## config.mk

```make
export PLATFORM = sky130hd
export DESIGN_NAME = instr_fetch_flat
export DESIGN_NICKNAME = d
export VERILOG_FILES = /design/src/rtl/fetch_pkg.sv /design/src/rtl/instr_fetch_if.sv /design/src/rtl/fetch_pc_reg.sv /design/src/rtl/instr_fetch.sv /design/src/flat_wrapper.sv
export SDC_FILE = /design/constraint.sdc
export NUM_CORES = 1
export LEC_CHECK = 0
export ABC_AREA = 1
export BUFFER_PORTS_ARGS = -buffer_cell sky130_fd_sc_hd__buf_2
export CAP_MARGIN = 20
export CORE_ASPECT_RATIO = 1.1
export CORE_UTILIZATION = 45
export DETAILED_ROUTE_END_ITERATION = 8
export PLACE_DENSITY = 0.76
export REMOVE_ABC_BUFFERS = 1
export SLEW_MARGIN = 30
export SYNTH_ARGS = -nofsm -noshare
export SYNTH_HDL_FRONTEND = slang
export SYNTH_HIERARCHICAL = 1
export SYNTH_SLANG_ARGS = --single-unit
```

## constraint.sdc

```tcl
create_clock -name clk -period 2.7 [get_ports clk]
set_clock_uncertainty 0.1 [all_clocks]
set_input_delay 0.675 -clock clk [delete_from_list [all_inputs] [get_ports clk]]
set_output_delay 0.675 -clock clk [all_outputs]
set_load 0.01 [all_outputs]
```

## src/rtl/fetch_pkg.sv

```systemverilog
// Shared fetch-stage definitions: FSM state encoding, default widths and the
// branch-resolution rule, reused by the CPU top level and decode.
package fetch_pkg;

  localparam int ADDR_W_DEF  = 6;
  localparam int INSTR_W_DEF = 26;

  typedef enum logic [1:0] {
    RESET = 2'd0,
    RUN   = 2'd1,
    HALT  = 2'd2
  } fetch_state_e;

  // A zero-conditional branch only goes when the ALU reported zero.
  function automatic logic branch_taken(input logic en, input logic on_zero, input logic zflag);
    return en & (~on_zero | zflag);
  endfunction

endpackage

```

## src/rtl/instr_fetch_if.sv

```systemverilog
// Fetch-stage bundle: control from decode/ALU, the external ROM port and the
// instruction register outputs.
interface instr_fetch_if
  import fetch_pkg::*;
#(
  parameter int ADDR_W  = ADDR_W_DEF,
  parameter int INSTR_W = INSTR_W_DEF
) ();

  logic               stall;
  logic               branch_en;
  logic               branch_zero;
  logic               zflag;
  logic [ADDR_W-1:0]  branch_target;
  logic               halt_req;
  logic [ADDR_W-1:0]  rom_addr;
  logic [INSTR_W-1:0] rom_data;
  logic [INSTR_W-1:0] instr;
  logic               instr_valid;
  logic [ADDR_W-1:0]  pc;
  logic               halted;

  modport slave (
    input  stall, branch_en, branch_zero, zflag, branch_target, halt_req, rom_data,
    output rom_addr, instr, instr_valid, pc, halted
  );

  modport master (
    output stall, branch_en, branch_zero, zflag, branch_target, halt_req, rom_data,
    input  rom_addr, instr, instr_valid, pc, halted
  );

endinterface

```

## src/rtl/fetch_pc_reg.sv

```systemverilog
// Fetch address register: synchronous clear, then load, then increment, else hold.
// The increment wraps naturally at the top of the address space.
module fetch_pc_reg #(
  parameter int ADDR_W = 6
) (
  input  logic              clk,
  input  logic              rst,
  input  logic              load,
  input  logic [ADDR_W-1:0] load_addr,
  input  logic              inc,
  output logic [ADDR_W-1:0] addr
);

  always_ff @(posedge clk) begin
    if (rst) begin
      addr <= '0;
    end else if (load) begin
      addr <= load_addr;
    end else if (inc) begin
      addr <= addr + ADDR_W'(1);
    end
  end

endmodule

```

## src/rtl/instr_fetch.sv

```systemverilog
// Instruction fetch stage: drives the ROM address, registers the returned word
// with its pc, inserts a bubble on taken branches and stops for good on halt.
//
//   state | meaning
//   RESET | one settling cycle after rst drops, no capture
//   RUN   | fetching: sequential, stalled or redirecting on a branch
//   HALT  | fetching stopped; only rst leaves
module instr_fetch
  import fetch_pkg::*;
#(
  parameter int ADDR_W  = ADDR_W_DEF,
  parameter int INSTR_W = INSTR_W_DEF
) (
  input  logic          clk,
  input  logic          rst,
  instr_fetch_if.slave  bus
);

  fetch_state_e       state_q, state_d;
  logic [INSTR_W-1:0] instr_q;
  logic [ADDR_W-1:0]  pc_q;
  logic               valid_q, valid_d;
  logic               capture;
  logic               pc_load;
  logic               pc_inc;

  always_comb begin
    state_d = state_q;
    valid_d = valid_q;
    capture = 1'b0;
    pc_load = 1'b0;
    pc_inc  = 1'b0;
    case (state_q)
      RESET: begin
        state_d = RUN;
        valid_d = 1'b0;
      end
      RUN: begin
        // halt beats stall, stall beats branch; a stalled branch waits in decode
        if (bus.halt_req) begin
          state_d = HALT;
          valid_d = 1'b0;
        end else if (bus.stall) begin
          valid_d = valid_q;
        end else if (branch_taken(bus.branch_en, bus.branch_zero, bus.zflag)) begin
          pc_load = 1'b1;
          valid_d = 1'b0;
        end else begin
          capture = 1'b1;
          pc_inc  = 1'b1;
          valid_d = 1'b1;
        end
      end
      HALT: begin
        valid_d = 1'b0;
      end
      default: begin
        state_d = RESET;
        valid_d = 1'b0;
      end
    endcase
  end

  always_ff @(posedge clk) begin
    if (rst) begin
      state_q <= RESET;
      instr_q <= '0;
      pc_q    <= '0;
      valid_q <= 1'b0;
    end else begin
      state_q <= state_d;
      valid_q <= valid_d;
      if (capture) begin
        instr_q <= bus.rom_data;
        pc_q    <= bus.rom_addr;
      end
    end
  end

  fetch_pc_reg #(
    .ADDR_W (ADDR_W)
  ) u_pc_reg (
    .clk       (clk),
    .rst       (rst),
    .load      (pc_load),
    .load_addr (bus.branch_target),
    .inc       (pc_inc),
    .addr      (bus.rom_addr)
  );

  assign bus.instr       = instr_q;
  assign bus.pc          = pc_q;
  assign bus.instr_valid = valid_q;
  assign bus.halted      = (state_q == HALT);

endmodule

```

## src/flat_wrapper.sv

```systemverilog
// flat-port wrapper written by rule: the top's interface ports become plain ports
module instr_fetch_flat import fetch_pkg::*;
#(
  parameter int ADDR_W  = ADDR_W_DEF,
  parameter int INSTR_W = INSTR_W_DEF
)
  (clk, rst, bus_stall, bus_branch_en, bus_branch_zero, bus_zflag, bus_branch_target, bus_halt_req, bus_rom_data, bus_rom_addr, bus_instr, bus_instr_valid, bus_pc, bus_halted);
  instr_fetch_if #(.ADDR_W(ADDR_W), .INSTR_W(INSTR_W)) bus_i ();
  input  logic clk;
  input  logic rst;
  input wire logic [$bits(bus_i.stall)-1:0] bus_stall;
  input wire logic [$bits(bus_i.branch_en)-1:0] bus_branch_en;
  input wire logic [$bits(bus_i.branch_zero)-1:0] bus_branch_zero;
  input wire logic [$bits(bus_i.zflag)-1:0] bus_zflag;
  input wire logic [$bits(bus_i.branch_target)-1:0] bus_branch_target;
  input wire logic [$bits(bus_i.halt_req)-1:0] bus_halt_req;
  input wire logic [$bits(bus_i.rom_data)-1:0] bus_rom_data;
  output wire logic [$bits(bus_i.rom_addr)-1:0] bus_rom_addr;
  output wire logic [$bits(bus_i.instr)-1:0] bus_instr;
  output wire logic [$bits(bus_i.instr_valid)-1:0] bus_instr_valid;
  output wire logic [$bits(bus_i.pc)-1:0] bus_pc;
  output wire logic [$bits(bus_i.halted)-1:0] bus_halted;
  assign bus_i.stall = bus_stall;
  assign bus_i.branch_en = bus_branch_en;
  assign bus_i.branch_zero = bus_branch_zero;
  assign bus_i.zflag = bus_zflag;
  assign bus_i.branch_target = bus_branch_target;
  assign bus_i.halt_req = bus_halt_req;
  assign bus_i.rom_data = bus_rom_data;
  assign bus_rom_addr = bus_i.rom_addr;
  assign bus_instr = bus_i.instr;
  assign bus_instr_valid = bus_i.instr_valid;
  assign bus_pc = bus_i.pc;
  assign bus_halted = bus_i.halted;
  instr_fetch #(.ADDR_W(ADDR_W), .INSTR_W(INSTR_W)) u_core (.clk(clk), .rst(rst), .bus(bus_i));
endmodule
```

==> metrics.cfg <==
[routing]
first_pass_iters = 4
ant_nets = 0
viasPerCell = 4.54
top_layer = met4
met1_length_mm = 1.88
drc = 0
route.met2.wl_mm = 1.81
wirelength_mm = 3.99
drt-initial-drc-count = 126
wl_met3_microns = 255
vias = 1842
wire_per_inst_microns = 9.82

[setup_path]
timing_worst_setup_path_type = in2reg
worstSetupEndpointType = flip-flop
crit_start = bus_zflag
critPathMaxFanout = 34
required_ns = 2.83
cp.arrival_ns = 2.02
start_kind = input pin
timing.rr.start = u_core/state_q[1]$_SDFFE_PP0P_

[clock_network]
post_cts_resized = 0
htreeDepth = 2
cts_buffer_depth = 2
ctsHoldBuffers = 0
clock_latency_ns = 0.28
cts_setup_buffers = 0
cts_tree = done
cts.sinks = 41
cts-root-buf = clkbuf_8
clkTransAtPathRegs_ns = 0.08
numCtsBuffers = 5

[floorplan]
start_util_pct = 47.2
ios = 79
die_area_sq_um = 4450
core-area_sq_um = 3990
dieWidth_microns = 63.7
std_cell_rows = 24
die_y_microns = 69.9

[yosys]
ys_ff_latch = 41
yosys_warnings = 6
netlist_area_sq_um = 1880
ys_types = 23
synth_area_per_cell_sq_um = 6.78
synth.yosys.seq_area_share_pct = 43.6
synthCells = 278

[cells_and_area]
area_growth_pct = 26.7
fin_nets = 394
fillerInstances = 393
drive_gt1_share_pct = 27.1
diodes = 0
fin_cells = 406

[timing]
post-route-period-util_pct = 70.1
fmax_ghz = 0.528
rsz0062_at_grt = no
hold_viol = 0
setup_viol = 0
period_needed_ns = 1.89
drv_slew = 0
slew_headroom_pct = 55.4
holdWs_ns = 0.377
worstMarginPinSlew_ns = 0.668
fin_tns_setup_ns = 0

[grt]
grt_usage_pct = 18.1
grt_max_degree = 35
antenna_found_initial = 0
grt_pass1_vias = 1574
grt_pass1_wl_mm = 6.54
overflow = 0

[power]
ir_worst_vdd_mv = 0.331
combPwrFrac_pct = 12.7
clkPwrFrac_pct = 36.7
swShare_pct = 24.3
power_density_nw_per_um2 = 533
p_switching_mw = 0.309
power.leakage_nw = 1.29
internal_power_mw = 0.964
seqPwrFrac_pct = 50.6

[job]
cap_violations = 0

[hold_path]
hold_path_startpoint = u_core/bus.instr[21]$_SDFFE_PP0P_
hold_class = reg2reg

[status]
status = complete, no violations

[place]
port_buffers = 78
post-place-cells = 399
gp_congestion = 0.794
dp_hpwl_mm = 2.75

final cells by class:
type | count | area (sq um) | share of cell area [%]
Multi-Input combinational cell | 179 | 812 | 34.0
Tap cell | 52 | 65.1 | 2.73
Clock inverter | 2 | 35.0 | 1.47
Sequential cell | 41 | 821 | 34.4
Inverter | 46 | 173 | 7.23
Timing Repair Buffer | 81 | 413 | 17.3
Clock buffer | 5 | 68.8 | 2.88
logic make-up after synthesis:
| group | Yosys count | share of synthesized area (%) |
|---|---|---|
| DFF | 41 | 43.6 |
| adders and majority gates | 1 | 0.664 |
| xor gates and xnor gates | 1 | 0.465 |
| buffers and inverters | 58 | 13.3 |
| and+or+nand+nor | 164 | 37.6 |
| AOI/OAI and AO/OA | 13 | 4.32 |
sequential cells by signal (all words and copies together), names as in the netlist:
signal / count
u_core/bus.instr: 26
u_core/bus.pc: 6
u_core/u_pc_reg/addr: 6
u_core/state_q: 2
u_core/bus.instr_valid: 1
layer usage:
layer,GRT usage [%],up-vias
li1,-,989
met1,22.7,793
met2,30.3,55
met3,4.74,5
met4,5.30,0
met5,0,-
cells in the mapped netlist (all sizes together):
master	count	area [sq um]
a21oi	4	20.0
clkbuf	1	3.75
ha	1	12.5
buf	11	75.1
inv	46	173
nand2	47	184
dfxtp	41	821
a22oi	2	15.0
xor2	1	8.76
nor3	3	15.0
nand3	38	208
o21bai	1	11.3
a211oi	2	15.0
nor2	76	303
o21ai	4	20.0
final timing paths:
check / cells after the start / end / slack (ns)
max reg2reg: 6 / u_core/bus.pc[2]$_SDFFE_PP0P_ / 1.12
max: 9 / u_core/bus.instr[2]$_SDFFE_PP0P_ / 0.81
min: 2 / u_core/bus.instr[21]$_SDFFE_PP0P_ / 0.38
min reg2reg: 2 / u_core/bus.instr[21]$_SDFFE_PP0P_ / 0.38
cells in the final DEF (no fill, tap or decap), types with 3 or more instances in the layout:
master	n
dfxtp_1	41
nor2_1	73
a21oi_1	4
buf_4	3
inv_1	45
buf_2	78
nor3_1	3
nand3_1	36
nand2_1	46
o21ai_1	4
clkbuf_8	5
metrics by stage:
stage / area (sq um) / total power [mW] / utilization [%] / setup slack, ns
after floorplan: 1810 / 0.750 / - / 0.393
after global placement: 2280 / 0.819 / 57.2 / 0.553
after detailed placement: 2280 / 0.821 / 57.2 / 0.521
after CTS: 2390 / 1.29 / 59.8 / 0.819
after global routing: 2390 / 1.34 / 59.8 / 0.667
final: 2390 / 1.27 / 59.8 / 0.808
worst max-delay path, stage by stage:
cell and delay, ns:
buf_2 0.10, inv_1 0.04, nand2_1 0.07, nand2_4 0.28, nand2_1 0.15, nor2_4 0.15
buf_4 0.35, nor2_1 0.09, nor2_1 0.10
power groups by stage:
stage	logic, mW	clock network (mW)	registers, mW
2_1_floorplan	0.0838	0	0.666
3_3_place_gp	0.161	0	0.658
3_5_place_dp	0.163	0	0.658
4_1_cts	0.164	0.482	0.644
5_1_grt	0.183	0.505	0.647
6_report	0.162	0.467	0.644
(Power assumes the default switching activity.)
